===== src/rtl/circle_seg_pkg.sv =====
// Shared types and helpers for the circle animation: sequencer states,
// per-digit segment patterns and the path-position to digit mapping.
package circle_seg_pkg;

    typedef enum logic [1:0] {
        IDLE,
        RUN,
        PAUSE
    } seq_state_e;

    // Segment order {g,f,e,d,c,b,a}; upper circle = a,b,f,g, lower = c,d,e,g.
    localparam logic [6:0] HIGH_CIRCLE = 7'b110_0011;
    localparam logic [6:0] LOW_CIRCLE  = 7'b101_1100;

    typedef struct packed {
        int   digit;
        logic row;
    } digit_sel_t;

    function automatic digit_sel_t map_position(input int pos, input int num_digits);
        digit_sel_t sel;
        if (pos < num_digits) begin
            sel.digit = pos;
            sel.row   = 1'b1;
        end else begin
            sel.digit = 2 * num_digits - 1 - pos;
            sel.row   = 1'b0;
        end
        return sel;
    endfunction

endpackage


===== src/rtl/circle_path_sequencer_if.sv =====
// Control/status bundle between a controller and the circle path sequencer.
interface circle_path_sequencer_if #(
    parameter int NUM_DIGITS = 4
);
    localparam int POS_W = $clog2(2 * NUM_DIGITS);

    logic                  run_i;
    logic                  clear_i;
    logic                  dir_i;
    logic [NUM_DIGITS-1:0] row_o;
    logic [NUM_DIGITS-1:0] enable_o;
    logic [POS_W-1:0]      pos_o;
    logic                  wrap_o;

    modport master (
        output run_i, clear_i, dir_i,
        input  row_o, enable_o, pos_o, wrap_o
    );

    modport slave (
        input  run_i, clear_i, dir_i,
        output row_o, enable_o, pos_o, wrap_o
    );

endinterface


===== src/rtl/step_prescaler.sv =====
// Divides the clock into animation steps: o_step pulses on the last count
// of every TICK_DIV enabled cycles; the count holds while disabled.
module step_prescaler #(
    parameter int TICK_DIV = 25_000_000
) (
    input  logic clk,
    input  logic rst,
    input  logic i_en,
    input  logic i_clear,
    output logic o_step
);
    localparam int CNT_W = (TICK_DIV > 1) ? $clog2(TICK_DIV) : 1;
    localparam logic [CNT_W-1:0] LAST_CNT = CNT_W'(TICK_DIV - 1);

    logic [CNT_W-1:0] r_count;

    assign o_step = i_en && (r_count == LAST_CNT);

    // NOTE: clocked state uses non-blocking assignments so every register
    // samples pre-edge values, independent of statement order.
    always_ff @(posedge clk) begin
        if (rst || i_clear) begin
            r_count <= '0;
        end else if (i_en) begin
            r_count <= o_step ? '0 : r_count + 1'b1;
        end
    end

endmodule


===== src/rtl/circle_path_sequencer.sv =====
// Moves one circle around a multi-digit 7-segment display: left to right on
// the upper half, right to left on the lower half, with pause/clear/direction.
module circle_path_sequencer
    import circle_seg_pkg::*;
#(
    parameter int NUM_DIGITS = 4,
    parameter int TICK_DIV   = 25_000_000
) (
    input  logic                    clk,
    input  logic                    rst,
    circle_path_sequencer_if.slave  bus
);
    localparam int POS_W = $clog2(2 * NUM_DIGITS);
    localparam logic [POS_W-1:0] LAST_POS = POS_W'(2 * NUM_DIGITS - 1);

    seq_state_e            r_state, w_state_next;
    logic [POS_W-1:0]      r_pos, w_pos_next;
    logic [NUM_DIGITS-1:0] r_row, r_enable, w_row_next, w_enable_next;
    logic                  r_wrap, w_wrap_next;
    logic                  w_step;
    digit_sel_t            w_sel;

    // clear_i gates the count enable so a clear can never coincide with a step.
    step_prescaler #(.TICK_DIV(TICK_DIV)) u_prescaler (
        .clk     (clk),
        .rst     (rst),
        .i_en    ((r_state == RUN) && !bus.clear_i),
        .i_clear (bus.clear_i),
        .o_step  (w_step)
    );

    always_ff @(posedge clk) begin
        if (rst) begin
            r_state  <= IDLE;
            r_pos    <= '0;
            r_row    <= '0;
            r_enable <= '0;
            r_wrap   <= 1'b0;
        end else begin
            r_state  <= w_state_next;
            r_pos    <= w_pos_next;
            r_row    <= w_row_next;
            r_enable <= w_enable_next;
            r_wrap   <= w_wrap_next;
        end
    end

    // NOTE: every combinational output gets a default first, so no path
    // through the block leaves a variable unassigned and infers a latch.
    always_comb begin
        w_state_next = r_state;
        case (r_state)
            IDLE:    if (bus.run_i)  w_state_next = RUN;
            RUN:     if (!bus.run_i) w_state_next = PAUSE;
            PAUSE:   if (bus.run_i)  w_state_next = RUN;
            default: w_state_next = IDLE;
        endcase
        if (bus.clear_i) w_state_next = IDLE;
    end

    always_comb begin
        w_pos_next  = r_pos;
        w_wrap_next = 1'b0;
        if (bus.clear_i) begin
            w_pos_next = '0;
        end else if (w_step) begin
            if (bus.dir_i) begin
                w_wrap_next = (r_pos == '0);
                w_pos_next  = w_wrap_next ? LAST_POS : r_pos - 1'b1;
            end else begin
                w_wrap_next = (r_pos == LAST_POS);
                w_pos_next  = w_wrap_next ? '0 : r_pos + 1'b1;
            end
        end
    end

    // Decode from next-state values so the registered outputs move with pos.
    always_comb begin
        w_sel         = map_position(int'(w_pos_next), NUM_DIGITS);
        w_row_next    = '0;
        w_enable_next = '0;
        if (w_state_next != IDLE) begin
            for (int d = 0; d < NUM_DIGITS; d++) begin
                if (d == w_sel.digit) begin
                    w_enable_next[d] = 1'b1;
                    w_row_next[d]    = w_sel.row;
                end
            end
        end
    end

    assign bus.row_o    = r_row;
    assign bus.enable_o = r_enable;
    assign bus.pos_o    = r_pos;
    assign bus.wrap_o   = r_wrap;

endmodule


===== src/flat_wrapper.sv =====
// flat-port wrapper written by rule: the top's interface ports become plain ports
module circle_path_sequencer_flat import circle_seg_pkg::*;
#(
    parameter int NUM_DIGITS = 4,
    parameter int TICK_DIV   = 25_000_000
)
  (clk, rst, bus_run_i, bus_clear_i, bus_dir_i, bus_row_o, bus_enable_o, bus_pos_o, bus_wrap_o);
  circle_path_sequencer_if #(.NUM_DIGITS(NUM_DIGITS)) bus_i ();
  input  logic clk;
  input  logic rst;
  input wire logic [$bits(bus_i.run_i)-1:0] bus_run_i;
  input wire logic [$bits(bus_i.clear_i)-1:0] bus_clear_i;
  input wire logic [$bits(bus_i.dir_i)-1:0] bus_dir_i;
  output wire logic [$bits(bus_i.row_o)-1:0] bus_row_o;
  output wire logic [$bits(bus_i.enable_o)-1:0] bus_enable_o;
  output wire logic [$bits(bus_i.pos_o)-1:0] bus_pos_o;
  output wire logic [$bits(bus_i.wrap_o)-1:0] bus_wrap_o;
  assign bus_i.run_i = bus_run_i;
  assign bus_i.clear_i = bus_clear_i;
  assign bus_i.dir_i = bus_dir_i;
  assign bus_row_o = bus_i.row_o;
  assign bus_enable_o = bus_i.enable_o;
  assign bus_pos_o = bus_i.pos_o;
  assign bus_wrap_o = bus_i.wrap_o;
  circle_path_sequencer #(.NUM_DIGITS(NUM_DIGITS), .TICK_DIV(TICK_DIV)) u_core (.clk(clk), .rst(rst), .bus(bus_i));
endmodule

===== config.mk =====
export PLATFORM = sky130hd
export DESIGN_NAME = circle_path_sequencer_flat
export DESIGN_NICKNAME = d
export VERILOG_FILES = /design/src/rtl/circle_seg_pkg.sv /design/src/rtl/circle_path_sequencer_if.sv /design/src/rtl/step_prescaler.sv /design/src/rtl/circle_path_sequencer.sv /design/src/flat_wrapper.sv
export SDC_FILE = /design/constraint.sdc
export NUM_CORES = 1
export LEC_CHECK = 0
export ABC_AREA = 1
export BUFFER_PORTS_ARGS = -buffer_cell sky130_fd_sc_hd__buf_4
export CAP_MARGIN = 10
export CORE_MARGIN = 5
export CORE_UTILIZATION = 35
export CTS_BUF_LIST = sky130_fd_sc_hd__clkbuf_4 sky130_fd_sc_hd__clkbuf_8
export DETAILED_ROUTE_END_ITERATION = 8
export PLACE_DENSITY = 0.52
export RECOVER_POWER = 25
export SLEW_MARGIN = 20
export SYNTH_ARGS = -nofsm -noshare
export SYNTH_HDL_FRONTEND = slang
export SYNTH_HIERARCHICAL = 1
export SYNTH_SLANG_ARGS = --single-unit

===== constraint.sdc =====
create_clock -name clk -period 1.7 [get_ports clk]
set_clock_uncertainty 0.05 [all_clocks]
set_input_delay 0.255 -clock clk [delete_from_list [all_inputs] [get_ports clk]]
set_output_delay 0.255 -clock clk [all_outputs]
set_load 0.1 [all_outputs]

==> impl_metrics.json <==
{
  "status": "finished with violations",
  "violations": "negative setup slack",
  "worst_r2r_startpoint": "u_core/u_prescaler/r_count[0]$_SDFFE_PP0P_",
  "leakagePower_nw": 1.44,
  "firstDrtPassIters": 4,
  "synthTopCellsByArea": "dfxtp_1 (34%), nand2_1 (13%), nor2_1 (9.7%)",
  "seqCellArea_um2": 793,
  "detail_route.iter0.violations": 107,
  "crit_buf_inv": 2,
  "clkLatencyLatePin_ns": 0.29,
  "final_max_slew_viol_count": 0,
  "synth_cell_types": 26,
  "ant_nets": 0,
  "die_height_um": 90.9,
  "drt_wl_total_um": 5860,
  "port_buffers": 16,
  "critPathMaxFanout": 5,
  "grt_pass1_wl_um": 10000,
  "min_to": "u_core/bus.pos_o[1]$_SDFF_PP0_",
  "syn_inst": 348,
  "relSlewSlack_pct": 79.4,
  "num_vias": 2282,
  "hp-class": "input port to flip-flop",
  "syn-num-nets": 358,
  "startpoint": "u_core/u_prescaler/r_count[0]$_SDFFE_PP0P_",
  "worstMarginPinSlew_ns": 0.309,
  "cts_max_level": 2,
  "fp-row-count": 29,
  "die_w_um": 90.9,
  "clkSinkCount": 39,
  "grtUsageTotal_pct": 14.5,
  "die-area_mm2": 0.00827,
  "critPathTopFamily": "simple AND/OR/NAND/NOR gates",
  "synth_top_area_share_pct": 34.1,
  "fillCellCount": 627,
  "period_share_pct": 106,
  "crit_type": "flip-flop to flip-flop",
  "ctsLongestPathBuffers": 2,
  "syn-cell-area_mm2": 0.00229,
  "viasPerCell": 4.58,
  "fmaxAchievable_ghz": 0.553,
  "design.portCount": 17,
  "regToRegEndpoint": "u_core/bus.enable_o[1]$_SDFF_PP0_",
  "cp.required_ns": 1.84,
  "cts_hold_buf": 0,
  "areaGrowthSynthToFinish_pct": 39.6,
  "clkTransAtPathRegs_ns": 0.08,
  "hold_depth": 2,
  "synth_top_area_cell": "dfxtp_1",
  "cts_buffers": 5,
  "nets": 430,
  "dp_worst_setup_slack_ns": -0.141,
  "place_congestion": 0.913,
  "worst-r2r-cell-count": 12,
  "hold_viol_final": 0,
  "finalSetupViolCount": 11,
  "rrSetupSlack_ns": -0.11,
  "crit_arrival_ns": 1.95,
  "cts_tree": "built",
  "worstPathCellList": "ha_2, nand3_2, inv_2, nand3_2, nor2_4, inv_2, a21oi_4, nand2_2, nand2_4, nand2_1, nand2_1, nor2_1",
  "holdWs_ns": 0.103,
  "n_antenna_cell": 0,
  "start_util_pct": 36.1,
  "setup_slack_ns": -0.109,
  "ys_ff_latch": 39,
  "wire_per_inst_um": 11.8,
  "drive_gt1_share_pct": 39.2,
  "min_from": "rst",
  "post-dp-hpwl_um": 4220,
  "overflow": 0,
  "rsz0062_at_grt": "yes",
  "antenna_found_initial": 0,
  "yosysSeqAreaShare_pct": 34.1,
  "yosysWarningCount": 6,
  "root_buffer": "clkbuf_8",
  "place_area_mm2": 0.00278,
  "cp_slowest_cell": "dfxtp_2",
  "cpPeakStageDelay_ns": 0.35,
  "tns_ns": -0.716,
  "worst_ir_drop_vdd_mv": 0.345,
  "syn_area_per_cell_um2": 6.59,
  "drc": 0,
  "startpoint_type": "flip-flop",
  "grt_pass1_vias": 2244,
  "cp-end-kind": "flip-flop",
  "maxCapViolCount": 0,
  "multiInputGateArea_mm2": 0.00141,
  "grt_start_max_net_pins": 16,
  "pwr_density_cell_mw_per_mm2": 574,
  "core-area_mm2": 0.00635,
  "period_minus_slack_ns": 1.81,
  "design_area_mm2": 0.00320
}
worst register-to-register path, stage by stage, from the launching register on:
cell	delay [ns]
dfxtp_2	0.35
ha_2	0.22
nand3_2	0.12
inv_2	0.08
nand3_2	0.09
nor2_4	0.18
inv_2	0.07
a21oi_4	0.15
nand2_2	0.11
nand2_4	0.10
nand2_1	0.06
nand2_1	0.08
nor2_1	0.05
kinds of logic after synthesis:
logic type	after synthesis	share of synthesized area, %
compound gates	17	4.20
xor+xnor	4	1.53
fa+ha+maj	5	2.73
buf+inv	59	10.5
flops	39	34.1
simple gates	224	46.9
placed cells by master, fill, tap and decap left out, types with 2 or more instances in the layout:
master and instances:
a21oi_1 8, a21oi_2 2, buf_4 52, buf_6 12, clkbuf_8 6, dfxtp_1 33
dfxtp_2 4, dfxtp_4 2, ha_1 4, inv_1 48, inv_2 9, nand2_1 73
nand2_2 28, nand2_4 4, nand3_1 18, nand3_2 8, nand3_4 2, nand3b_1 2
nand4_1 6, nor2_1 50, nor2_2 17, nor2_4 7, nor3_1 6, o21ai_1 2
o21ai_2 3, xor2_1 3
stage by stage:
step                      cells  util, %  power [W]
after floorplan             348        -   0.000994
after global placement      475     43.8    0.00103
after detailed placement    475     43.8    0.00103
after CTS                   490     46.8    0.00186
after global routing        498     50.4    0.00191
final                       498     50.4    0.00184
worst max path at each step:
stage                                                    to  slack [ns]  cells past startpoint
after floorplan           u_core/bus.enable_o[0]$_SDFF_PP0_       -0.01                     14
final                     u_core/bus.enable_o[1]$_SDFF_PP0_       -0.11                     12
after global placement    u_core/bus.enable_o[3]$_SDFF_PP0_       -0.12                     13
after global routing      u_core/bus.enable_o[1]$_SDFF_PP0_       -0.23                     15
after detailed placement  u_core/bus.enable_o[1]$_SDFF_PP0_       -0.14                     13
after CTS                 u_core/bus.enable_o[2]$_SDFF_PP0_       -0.08                     15
flip-flops by register name, summed over array words and instances (netlist names):
| name | flops |
|---|---|
| u_core/r_state | 2 |
| u_core/bus.wrap_o | 1 |
| u_core/bus.enable_o | 4 |
| u_core/u_prescaler/r_count | 25 |
| u_core/bus.pos_o | 3 |
| u_core/bus.row_o | 4 |
layer usage:
layer	share of wire (%)	global-route usage (%)
met5	0	0
met3	4.1	2.92
met1	48	19.6
met2	47	23.3
met4	1.1	4.16
layout make-up:
| type | count | share of cell area, % |
|---|---|---|
| flip-flops and latches | 39 | 24.8 |
| clock buffers | 6 | 2.58 |
| well taps | 77 | 3.01 |
| inverters | 57 | 6.68 |
| multi-input cells | 251 | 44.0 |
| repair buffers | 66 | 17.8 |
| clock inverters | 2 | 1.09 |
report_power, final:
part | total (W) | leakage, nW | switching, W | internal [W]
registers | 0.000915 | 0.318 | 0.00000191 | 0.000914
logic | 0.000108 | 1.06 | 0.0000675 | 0.0000400
clock network | 0.000814 | 0.0612 | 0.000339 | 0.000475
total | 0.00184 | 1.44 | 0.000408 | 0.00143
synthesized netlist by cell type (all sizes together):
cell,count
a21oi,11
and2,1
buf,2
dfxtp,39
ha,5
inv,57
nand2,104
nand3,28
nand3b,2
nand4,6
nor2,74
nor3,8
o21ai,6
or2,1
xnor2,1
xor2,3
what timing repair did:
action | CTS | global route
gates resized for setup | 10 | 48
endpoints found under the hold margin | 0 | 0
pin swaps | 1 | 9
cloned | 1 | 1
setup endpoints to repair | 11 | 33
setup buffers | 6 | 13
(Power assumes the default switching activity.)
